### src/rtl/mem_arbiter.sv
// Two-master round-robin arbiter in front of a single-port memory with
// combinational read data; responses are registered and routed to the owner.
module mem_arbiter #(
    parameter int AW = 32,
    parameter int DW = 32,
    parameter int CW = 16
) (
    input  logic          clk,
    input  logic          rst,
    input  logic          m0_req_i,
    output logic          m0_gnt_o,
    output logic          m0_rvalid_o,
    input  logic [AW-1:0] m0_addr_i,
    input  logic          m0_we_i,
    input  logic [DW-1:0] m0_wdata_i,
    output logic [DW-1:0] m0_rdata_o,
    input  logic          m1_req_i,
    output logic          m1_gnt_o,
    output logic          m1_rvalid_o,
    input  logic [AW-1:0] m1_addr_i,
    input  logic          m1_we_i,
    input  logic [DW-1:0] m1_wdata_i,
    output logic [DW-1:0] m1_rdata_o,
    output logic          mem_req_o,
    input  logic          mem_gnt_i,
    input  logic          mem_rvalid_i,
    output logic [AW-1:0] mem_addr_o,
    output logic          mem_we_o,
    output logic [DW-1:0] mem_wdata_o,
    input  logic [DW-1:0] mem_rdata_i,
    output logic [CW-1:0] stall_cnt_o,
    output logic          proto_err_o
);

    logic          prio_q,  prio_d;
    logic          pend_q,  pend_d;
    logic          owner_q, owner_d;
    logic [DW-1:0] rdata_q, rdata_d;
    logic [CW-1:0] stall_q, stall_d;
    logic          err_q,   err_d;

    logic any_req;
    logic winner;
    logic gnt0, gnt1, grant;
    logic stalled;

    // With both requesting, prio_q decides; otherwise the lone requester wins.
    always_comb begin
        any_req = m0_req_i | m1_req_i;
        winner  = (m0_req_i & m1_req_i) ? prio_q : m1_req_i;
        gnt0    = mem_gnt_i & m0_req_i & ~winner;
        gnt1    = mem_gnt_i & m1_req_i & winner;
        grant   = gnt0 | gnt1;
        stalled = (m0_req_i & ~gnt0) | (m1_req_i & ~gnt1);
    end

    always_comb begin
        mem_addr_o  = '0;
        mem_we_o    = 1'b0;
        mem_wdata_o = '0;
        if (any_req) begin
            if (winner) begin
                mem_addr_o  = m1_addr_i;
                mem_we_o    = m1_we_i;
                mem_wdata_o = m1_wdata_i;
            end else begin
                mem_addr_o  = m0_addr_i;
                mem_we_o    = m0_we_i;
                mem_wdata_o = m0_wdata_i;
            end
        end
    end

    always_comb begin
        pend_d  = grant;
        owner_d = owner_q;
        rdata_d = rdata_q;
        prio_d  = prio_q;
        stall_d = stall_q;
        err_d   = err_q | (mem_rvalid_i != pend_q);
        if (grant) begin
            owner_d = winner;
            rdata_d = mem_rdata_i;
            prio_d  = ~winner;
        end
        if (stalled && (stall_q != '1)) begin
            stall_d = stall_q + CW'(1);
        end
    end

    always_ff @(posedge clk or posedge rst) begin
        if (rst) begin
            prio_q  <= 1'b0;
            pend_q  <= 1'b0;
            owner_q <= 1'b0;
            rdata_q <= '0;
            stall_q <= '0;
            err_q   <= 1'b0;
        end else begin
            prio_q  <= prio_d;
            pend_q  <= pend_d;
            owner_q <= owner_d;
            rdata_q <= rdata_d;
            stall_q <= stall_d;
            err_q   <= err_d;
        end
    end

    assign mem_req_o   = any_req;
    assign m0_gnt_o    = gnt0;
    assign m1_gnt_o    = gnt1;
    assign m0_rvalid_o = pend_q & ~owner_q;
    assign m1_rvalid_o = pend_q & owner_q;
    assign m0_rdata_o  = rdata_q;
    assign m1_rdata_o  = rdata_q;
    assign stall_cnt_o = stall_q;
    assign proto_err_o = err_q;

endmodule
### config.mk
export PLATFORM = sky130hd
export DESIGN_NAME = mem_arbiter
export DESIGN_NICKNAME = d
export VERILOG_FILES = /design/src/rtl/mem_arbiter.sv
export SDC_FILE = /design/constraint.sdc
export NUM_CORES = 1
export LEC_CHECK = 0
export CAP_MARGIN = 30
export CORE_MARGIN = 10
export CORE_UTILIZATION = 31
export CTS_CLUSTER_SIZE = 16
export DETAILED_ROUTE_END_ITERATION = 7
export PLACE_DENSITY = 0.82
export SKIP_CTS_REPAIR_TIMING = 1
export SLEW_MARGIN = 10
export SYNTH_ARGS = -nofsm -noshare
export SYNTH_HDL_FRONTEND = slang
export SYNTH_SLANG_ARGS = --single-unit
### constraint.sdc
create_clock -name clk -period 2.9 [get_ports clk]
set_clock_uncertainty 0.15 [all_clocks]
set_input_delay 0.87 -clock clk [delete_from_list [all_inputs] [get_ports clk]]
set_output_delay 0.87 -clock clk [all_outputs]
set_load 0.01 [all_outputs]
Yosys cells after proc, flatten, opt, wreduce, memory -nomap -nowiden

Index checks and enable logic that the tools add are counted.

Add/subtract/negate cells: 1
Equal/unequal tests: 2
Muxes and demuxes: 7
Bitwise gates (word level): 17
Reduce and logical (&&, ||, !) cells: 1

Operators with widths:

| cell                  | number |
|---|---|
| $mux 32               | 4 |
| $add 16x1->16 const B | 1 |
| $ne 16x16->1 const B  | 1 |
| $and 1x1->1           | 9 |
| $not 1->1             | 4 |
| $or 1x1->1            | 4 |
| $mux 1                | 3 |
| $logic_and 1x1->1     | 1 |
| $ne 1x1->1            | 1 |

Register bits: 52
Output and inout port bits: 151
Word-level logic and storage cells: 34

Logic depth before layout (Yosys ltp)

Gate-level depths: netlist of run 1.

Word-level depth: 8
Mapped depth: 7
Gate-level depth less buffers: 5

Worst setup path after synthesis of run 1

No wires, ideal clock.

Kind: input-to-output
From: input port m0_req_i
To: output port mem_addr_o[10]
Data arrival time: 1.786 ns
Required time: 1.880 ns
Setup slack: 0.094 ns
Cell stages on the path: 7
Path buffers: 3
Cell sequence: buf_2 inv_1 o21ai_1 buf_2 buf_2 nand3_1 nand2_1

Word-level cells in the longest chain between the ends: 4
Elaborated cells between the ends (all ways): 5

RTL lines:

| item            | line | text |
|---|---|---|
| start, declared | 10   | `input logic m0_req_i,` |
| $and 1x1->1     | 50   | `winner = (m0_req_i & m1_req_i) ? prio_q : m1_req_i;` |
| $mux 1          | 50   |  |
| $mux 32         | 62   | `if (winner) begin` |
| $mux 32 *       | 61   | `if (any_req) begin` |
| end, declared   | 27   | `output logic [AW-1:0] mem_addr_o,` |

Every way passes the cells marked *; elsewhere a longest branch is shown, timed or not.

Final worst setup path of run 1

From: input port m0_req_i
To: output port mem_wdata_o[1]

Word-level cells in the longest chain between the ends: 4
Elaborated cells between the ends (all ways): 5

RTL lines:

| item          | line | text |
|---|---|---|
| $and 1x1->1   | 50   |  |
| $mux 1        | 50   |  |
| $mux 32       | 62   |  |
| $mux 32 *     | 61   |  |
| end, declared | 29   | `output logic [DW-1:0] mem_wdata_o,` |

Marked as above.

==> metrics.md, run 1 <==
| Metric | Value |
|---|---|
| Setup slack after layout | -107 ps |
| DR iter-0 viols | 302 |
| Clock buffer depth | 2 |
| Post-synth top area share | 0.382 |
| Overall Power | 3.01 mW |
| Status | finished, violations left |
| Synth top area cells | dfrtp_1 (38%), nand2_1 (25%), nand3_1 (11%) |
| Vias per cell | 4.98 |
| CP Data Required Time | 1880 ps |
| Drt pass-1 iters | 5 |
| LEAKAGE | 3.49 nW |
| Number of cell rows | 38 |
| Largest net degree at the start of global routing | 66 |
| Initial antenna violation count | 0 |
| GRT Total Usage | 0.208 |
| IO Pins | 319 |
| Synth warnings | 0 |
| Post-synth EDFFs | 0 |
| Gate Count Post-Synth | 480 |
| Pwr dens | 416 mW/mm² |
| VDD IR max | 0.556 mV |
| Fillers | 862 |
| Synth Net Count | 649 |
| Top FF cell, synth | dfrtp_1 |
| Die extent in x | 125 µm |
| Synthesized cell area | 0.00340 mm² |
| Layout cells sized above 1 | 0.217 |
| Buffers on Ports | 318 |
| Core Footprint | 0.0108 mm² |
| Initial core utilization | 0.315 |
| Num CTS Buffers | 5 |
| Worst slew pin tran | 597 ps |
| Fin crit period | 3010 ps |
| Worst hold slack | 329 ps |
| Final wirelength | 20600 µm |
| Post-layout nets | 965 |
| Clock Latency Late Sink | 310 ps |
| Drt wl/cell | 22.0 µm |
| First-pass GRT wire length | 26300 µm |
| Setup violations, final | 39 |
| GRT overflow | 0 |
| Final ANT Viol Nets | 0 |
| Area leader, netlist | dfrtp_1 |
| FMAX | 0.333 GHz |
| # diodes | 0 |
| Clk pin slew, worst setup/hold paths | 80 ps |
| CTS sink cnt | 52 |
| Die area | 0.0156 mm² |
| Netlist cell types | 35 |
| Critical path arrival | 1990 ps |
| Fin. max-slew vios | 0 |
| CTS Root Cell | clkbuf_8 |
| Vias | 4664 |
| Die Span Y | 125 µm |
| GPL Wtd Cong | 0.940 |
| Failing checks | setup timing |
| Area Growth Syn to Fin | 113% |
| Crit path capture type | output pin |
| RSZ-0062 raised after global routing | yes |
| Residual DRC count | 0 |
| Hold WC Path Type | reg -> reg |
| Core Util, Final | 0.670 |
| Final cycle utilization of the critical path | 1.04 |
| Seq cells post-synth | 52 |
| Worst rel slew slack | 0.602 |
| Final hold violations | 0 |
| Crit Path Class | in -> out |
| Critical path startpoint category | primary input |
| Crit Path Max Fanout | 6 |
| Fraction of registers with async set/reset | 1.00 |
| Post-synthesis sequential area ratio | 0.382 |
| TritonCTS clock tree | done |
| Vias in the first global route | 4298 |
| Max-cap violation count | 0 |
| DP Wirelength | 14600 µm |
| Avg Inst Size Synth | 7.09 µm² |
| H-tree depth | 2 |
routing by layer:
metal	global-route usage	vias up	wire, µm
li1	-	2150	-
met1	0.216	2215	7370
met2	0.395	255	11100
met3	0.0613	44	1620
met4	0.0535	0	536
met5	0	-	0
placed cells by master (no fill, tap or decap), types with 4 or more instances in the layout:
master             n
and3_1             5
buf_12             7
buf_2             24
buf_4             19
buf_6             43
clkbuf_16          6
clkbuf_2          14
clkbuf_8           5
clkdlybuf4s50_1  248
dfrtp_1           52
dlymetal6s2s_1     4
nand2_1          213
nand2_2           17
nand3_1           54
nand3_2           15
nand4_1            5
xnor2_1            7
xor2_1             7
Yosys cell counts (2+ instances only):
library cell  count
nand3_1          72
a21oi_1           2
clkbuf_1          6
nand4_1           5
buf_2            18
nand2b_1          3
nor2_1            2
dfrtp_1          52
xnor2_1           7
inv_1             5
nor4_1            3
and3_1            5
nor3_1            3
and2_1            2
nand2_1         230
xor2_1            7
nor4b_1           2
buf_4            32
nand4_4           2
nor2b_1           2
a21o_1            2
o211ai_1          2
buf_1             4
logic make-up after synthesis:
logic type | after synthesis | share of synthesized area
muxes | 2 | 0.00772
AOI/OAI and AO/OA | 10 | 0.0199
DFF | 52 | 0.382
xor gates and xnor gates | 14 | 0.0360
adders and majority gates | 1 | 0.00368
buffers and inverters | 65 | 0.114
and+or+nand+nor | 336 | 0.437
metrics by stage:
step | area [µm²] | cells | setup TNS, ps | worst slack, ps
floorplan | 3400 | 480 | 0 | 94.4
global placement | 6590 | 897 | -43430 | -685
detailed placement | 6590 | 897 | -47070 | -739
CTS | 6730 | 905 | -47330 | -742
global route | 7230 | 937 | -3480 | -155
finish | 7230 | 937 | -1170 | -107
final cells by class:
class,instances,area [µm²],area share
repair buffers,368,3680,0.509
inverters,5,26.3,0.00363
flip-flops and latches,52,1300,0.180
clock inverters,3,68.8,0.00951
multi-input cells,364,1910,0.264
clock buffers,5,68.8,0.00951
well taps,140,175,0.0242
worst max-delay path, cell delays in order:
cell	delay, ps
buf_12	100
inv_8	30
o21ai_4	270
buf_6	160
buf_6	80
buf_6	120
nand3_1	130
nand2_1	110
buf_6	110
report_power, final:
group          leakage [nW]  switching (mW)  internal, mW
combinational          2.78           0.612         0.815
clock                0.0687           0.250         0.347
sequential            0.640           0.149         0.837
total                  3.49            1.01          2.00
path summary, 6_finish.rpt:
check                               start  slack (ps)        endpoint  depth (start not counted)
hold / removal                proto_err_o         330     proto_err_o                          1
setup reg to reg           stall_cnt_o[0]         900  stall_cnt_o[1]                          5
max in group asynchronous             rst        1200  stall_cnt_o[4]                          3
setup / recovery                 m0_req_i        -110  mem_wdata_o[1]                          9
hold reg to reg               proto_err_o         330     proto_err_o                          1
min in group asynchronous             rst         790  m0_rdata_o[22]                          2
sequential cells by signal (all words and copies together), names as in the netlist:
| signal | flops |
|---|---|
| prio_q | 1 |
| pend_q | 1 |
| owner_q | 1 |
| stall_cnt_o | 16 |
| m0_rdata_o | 32 |
| proto_err_o | 1 |
(Power assumes the default switching activity.)
==> run 2, diff against run 1 <==
--- a/config.mk
+++ b/config.mk
@@ -12,6 +12,7 @@
 export DETAILED_ROUTE_END_ITERATION = 7
 export PLACE_DENSITY = 0.82
 export SKIP_CTS_REPAIR_TIMING = 1
+export SKIP_LAST_GASP = 1
 export SLEW_MARGIN = 10
 export SYNTH_ARGS = -nofsm -noshare
 export SYNTH_HDL_FRONTEND = slang
==> run 2 against run 1 <==
  * Combinational power barely moved
  * Clock-buffer cell count did not move
  * Cell count did not move
  * Sequential share of layout area barely moved
  * The flow still finishes with violations (setup timing)
  * Core utilization fell by 0.093 points
  * Hold slack improved by 0.88 ps
  * Power fell by 0.12%
  * Clock power barely moved
==> metrics.md, run 2 (synthesis gave the netlist of run 1 again) <==
| Metric | Value |
|---|---|
| Status | finished, violations left |
| Failing checks | setup timing |
| Final ANT Viol Nets | 0 (unchanged) |
| Core Footprint | 0.0108 mm² (unchanged) |
| Max-cap violation count | 0 (unchanged) |
| H-tree depth | 2 (unchanged) |
| LEAKAGE | 3.50 nW (+0.21%) |
| Residual DRC count | 0 (unchanged) |
| GRT overflow | 0 (unchanged) |
| Worst rel slew slack | 0.601 (about the same) |
| Core Util, Final | 0.669 (-0.000927) |
| TritonCTS clock tree | done |
| Vias per cell | 4.93 (-0.92%) |
| VDD IR max | 0.556 mV (about the same) |
| Vias | 4621 (-0.92%) |
| Largest register FFs | 32 (unchanged) |
| Critical R2R Launch | stall_cnt_o[0] |
| Initial core utilization | 0.315 (unchanged) |
| CP Data Required Time | 1880 ps (about the same) |
| Drt pass-1 iters | 4 (-1) |
| Commonest non-fill, non-tap cell in the layout | clkdlybuf4s50_1 |
| Largest net degree at the start of global routing | 66 (unchanged) |
| Fin crit period | 3000 ps (-4.38 ps) |
| Die extent in x | 125 µm (unchanged) |
| # diodes | 0 (unchanged) |
| Area Growth Syn to Fin | 112% |
| Initial antenna violation count | 0 (unchanged) |
| Clock buffer depth | 2 (unchanged) |
| Die area | 0.0156 mm² (unchanged) |
| Worst hold slack | 330 ps (+0.885 ps) |
| First-pass GRT wire length | 26300 µm (unchanged) |
| GRT Total Usage | 0.208 (unchanged) |
| Final cycle utilization of the critical path | 1.04 (-0.00151) |
| Fillers | 867 (+0.58%) |
| Fin. max-slew vios | 0 (unchanged) |
| Worst slew pin tran | 597 ps (+0.304 ps) |
| Drt wl/cell | 21.9 µm (-0.19%) |
| Setup slack after layout | -103 ps (+4.38 ps) |
| Hold WC Path Type | reg -> reg |
| Pwr dens | 416 mW/mm² (about the same) |
| Critical path arrival | 1980 ps (about the same) |
| GPL Wtd Cong | 0.940 (unchanged) |
| Num CTS Buffers | 5 (unchanged) |
| CTS sink cnt | 52 (unchanged) |
| Critical path startpoint category | primary input |
| Post-layout nets | 965 (unchanged) |
| Number of cell rows | 38 (unchanged) |
| Clk pin slew, worst setup/hold paths | 80 ps (about the same) |
| Crit Path Class | in -> out |
| IO Pins | 319 (unchanged) |
| Vias in the first global route | 4298 (unchanged) |
| Clock Latency Late Sink | 310 ps (about the same) |
| Commonest non-fill, non-tap cells in the layout | clkdlybuf4s50_1 (248), nand2_1 (214), nand3_1 (54) |
| Crit Path Max Fanout | 6 (unchanged) |
| Final wirelength | 20600 µm (-0.19%) |
| DR iter-0 viols | 281 (-7.0%) |
| Crit path capture type | output pin |
| CTS Root Cell | clkbuf_8 |
| Hold path startpoint | proto_err_o |
| Setup violations, final | 39 (unchanged) |
| Final hold violations | 0 (unchanged) |
| Worst setup path startpoint | m0_req_i |
| Die Span Y | 125 µm (unchanged) |
| RSZ-0062 raised after global routing | yes |
| Buffers on Ports | 318 (unchanged) |
| FMAX | 0.333 GHz (+0.15%) |
| Layout cells sized above 1 | 0.215 (-0.00251) |
| DP Wirelength | 14600 µm (unchanged) |
## run 2: changes by cell type in the layout (fill, tap and decap cells not counted), sizes merged
| cell | before | now |
|---|---|---|
| dlymetal6s2s | 4 | 5 |
| clkbuf | 25 | 30 |
| buf | 96 | 90 |
## run 2: stage by stage
step                      worst slack, ps  instances  TNS [ps]  total power [mW]  cell area [µm²]
after global routing                 -155        937     -3510              3.16             7220
after detailed placement             -739        897    -47070              2.30             6590
final                                -103        937     -1190              3.01             7220
after global placement               -685        897    -43430              2.27             6590
after CTS                            -742        905    -47330              2.90             6730
after floorplan                      94.4        480         0              1.49             3400
## run 2: worst max-delay path: stages
cell and delay [ps]:
buf_12 100, inv_8 40, o21ai_4 260, buf_6 160
buf_6 80, buf_6 120, nand3_1 130, nand2_1 110
buf_6 110
## run 2: final cells by class
cell class,count,area [µm²],area share
clock inverters,3,68.8,0.00953
repair buffers,368,3680,0.509
flip-flops and latches,52,1300,0.180
well taps,140,175,0.0243
inverters,5,26.3,0.00364
clock buffers,5,68.8,0.00953
multi-input cells,364,1910,0.264
## run 2: path summary, 6_finish.rpt
| kind | slack (ps) | to | cells after the start |
|---|---|---|---|
| max reg2reg | 900 | stall_cnt_o[1] | 5 |
| max in group asynchronous | 1200 | stall_cnt_o[4] | 3 |
| max | -100 | mem_wdata_o[1] | 9 |
| min | 330 | proto_err_o | 1 |
| min reg2reg | 330 | proto_err_o | 1 |
| min in group asynchronous | 790 | m0_rdata_o[22] | 2 |
## run 2: routing by layer
layer / track usage / vias up / routed length, µm
met5: 0 / - / 0
met4: 0.0535 / 0 / 538
met3: 0.0613 / 44 / 1570
met2: 0.395 / 242 / 11100
met1: 0.216 / 2186 / 7360
li1: - / 2149 / -
## run 2: where the power goes
group / internal (mW) / leakage (nW) / switching, mW
Combinational: 0.812 / 2.79 / 0.611
Clock: 0.347 / 0.0687 / 0.250
Sequential: 0.837 / 0.640 / 0.150
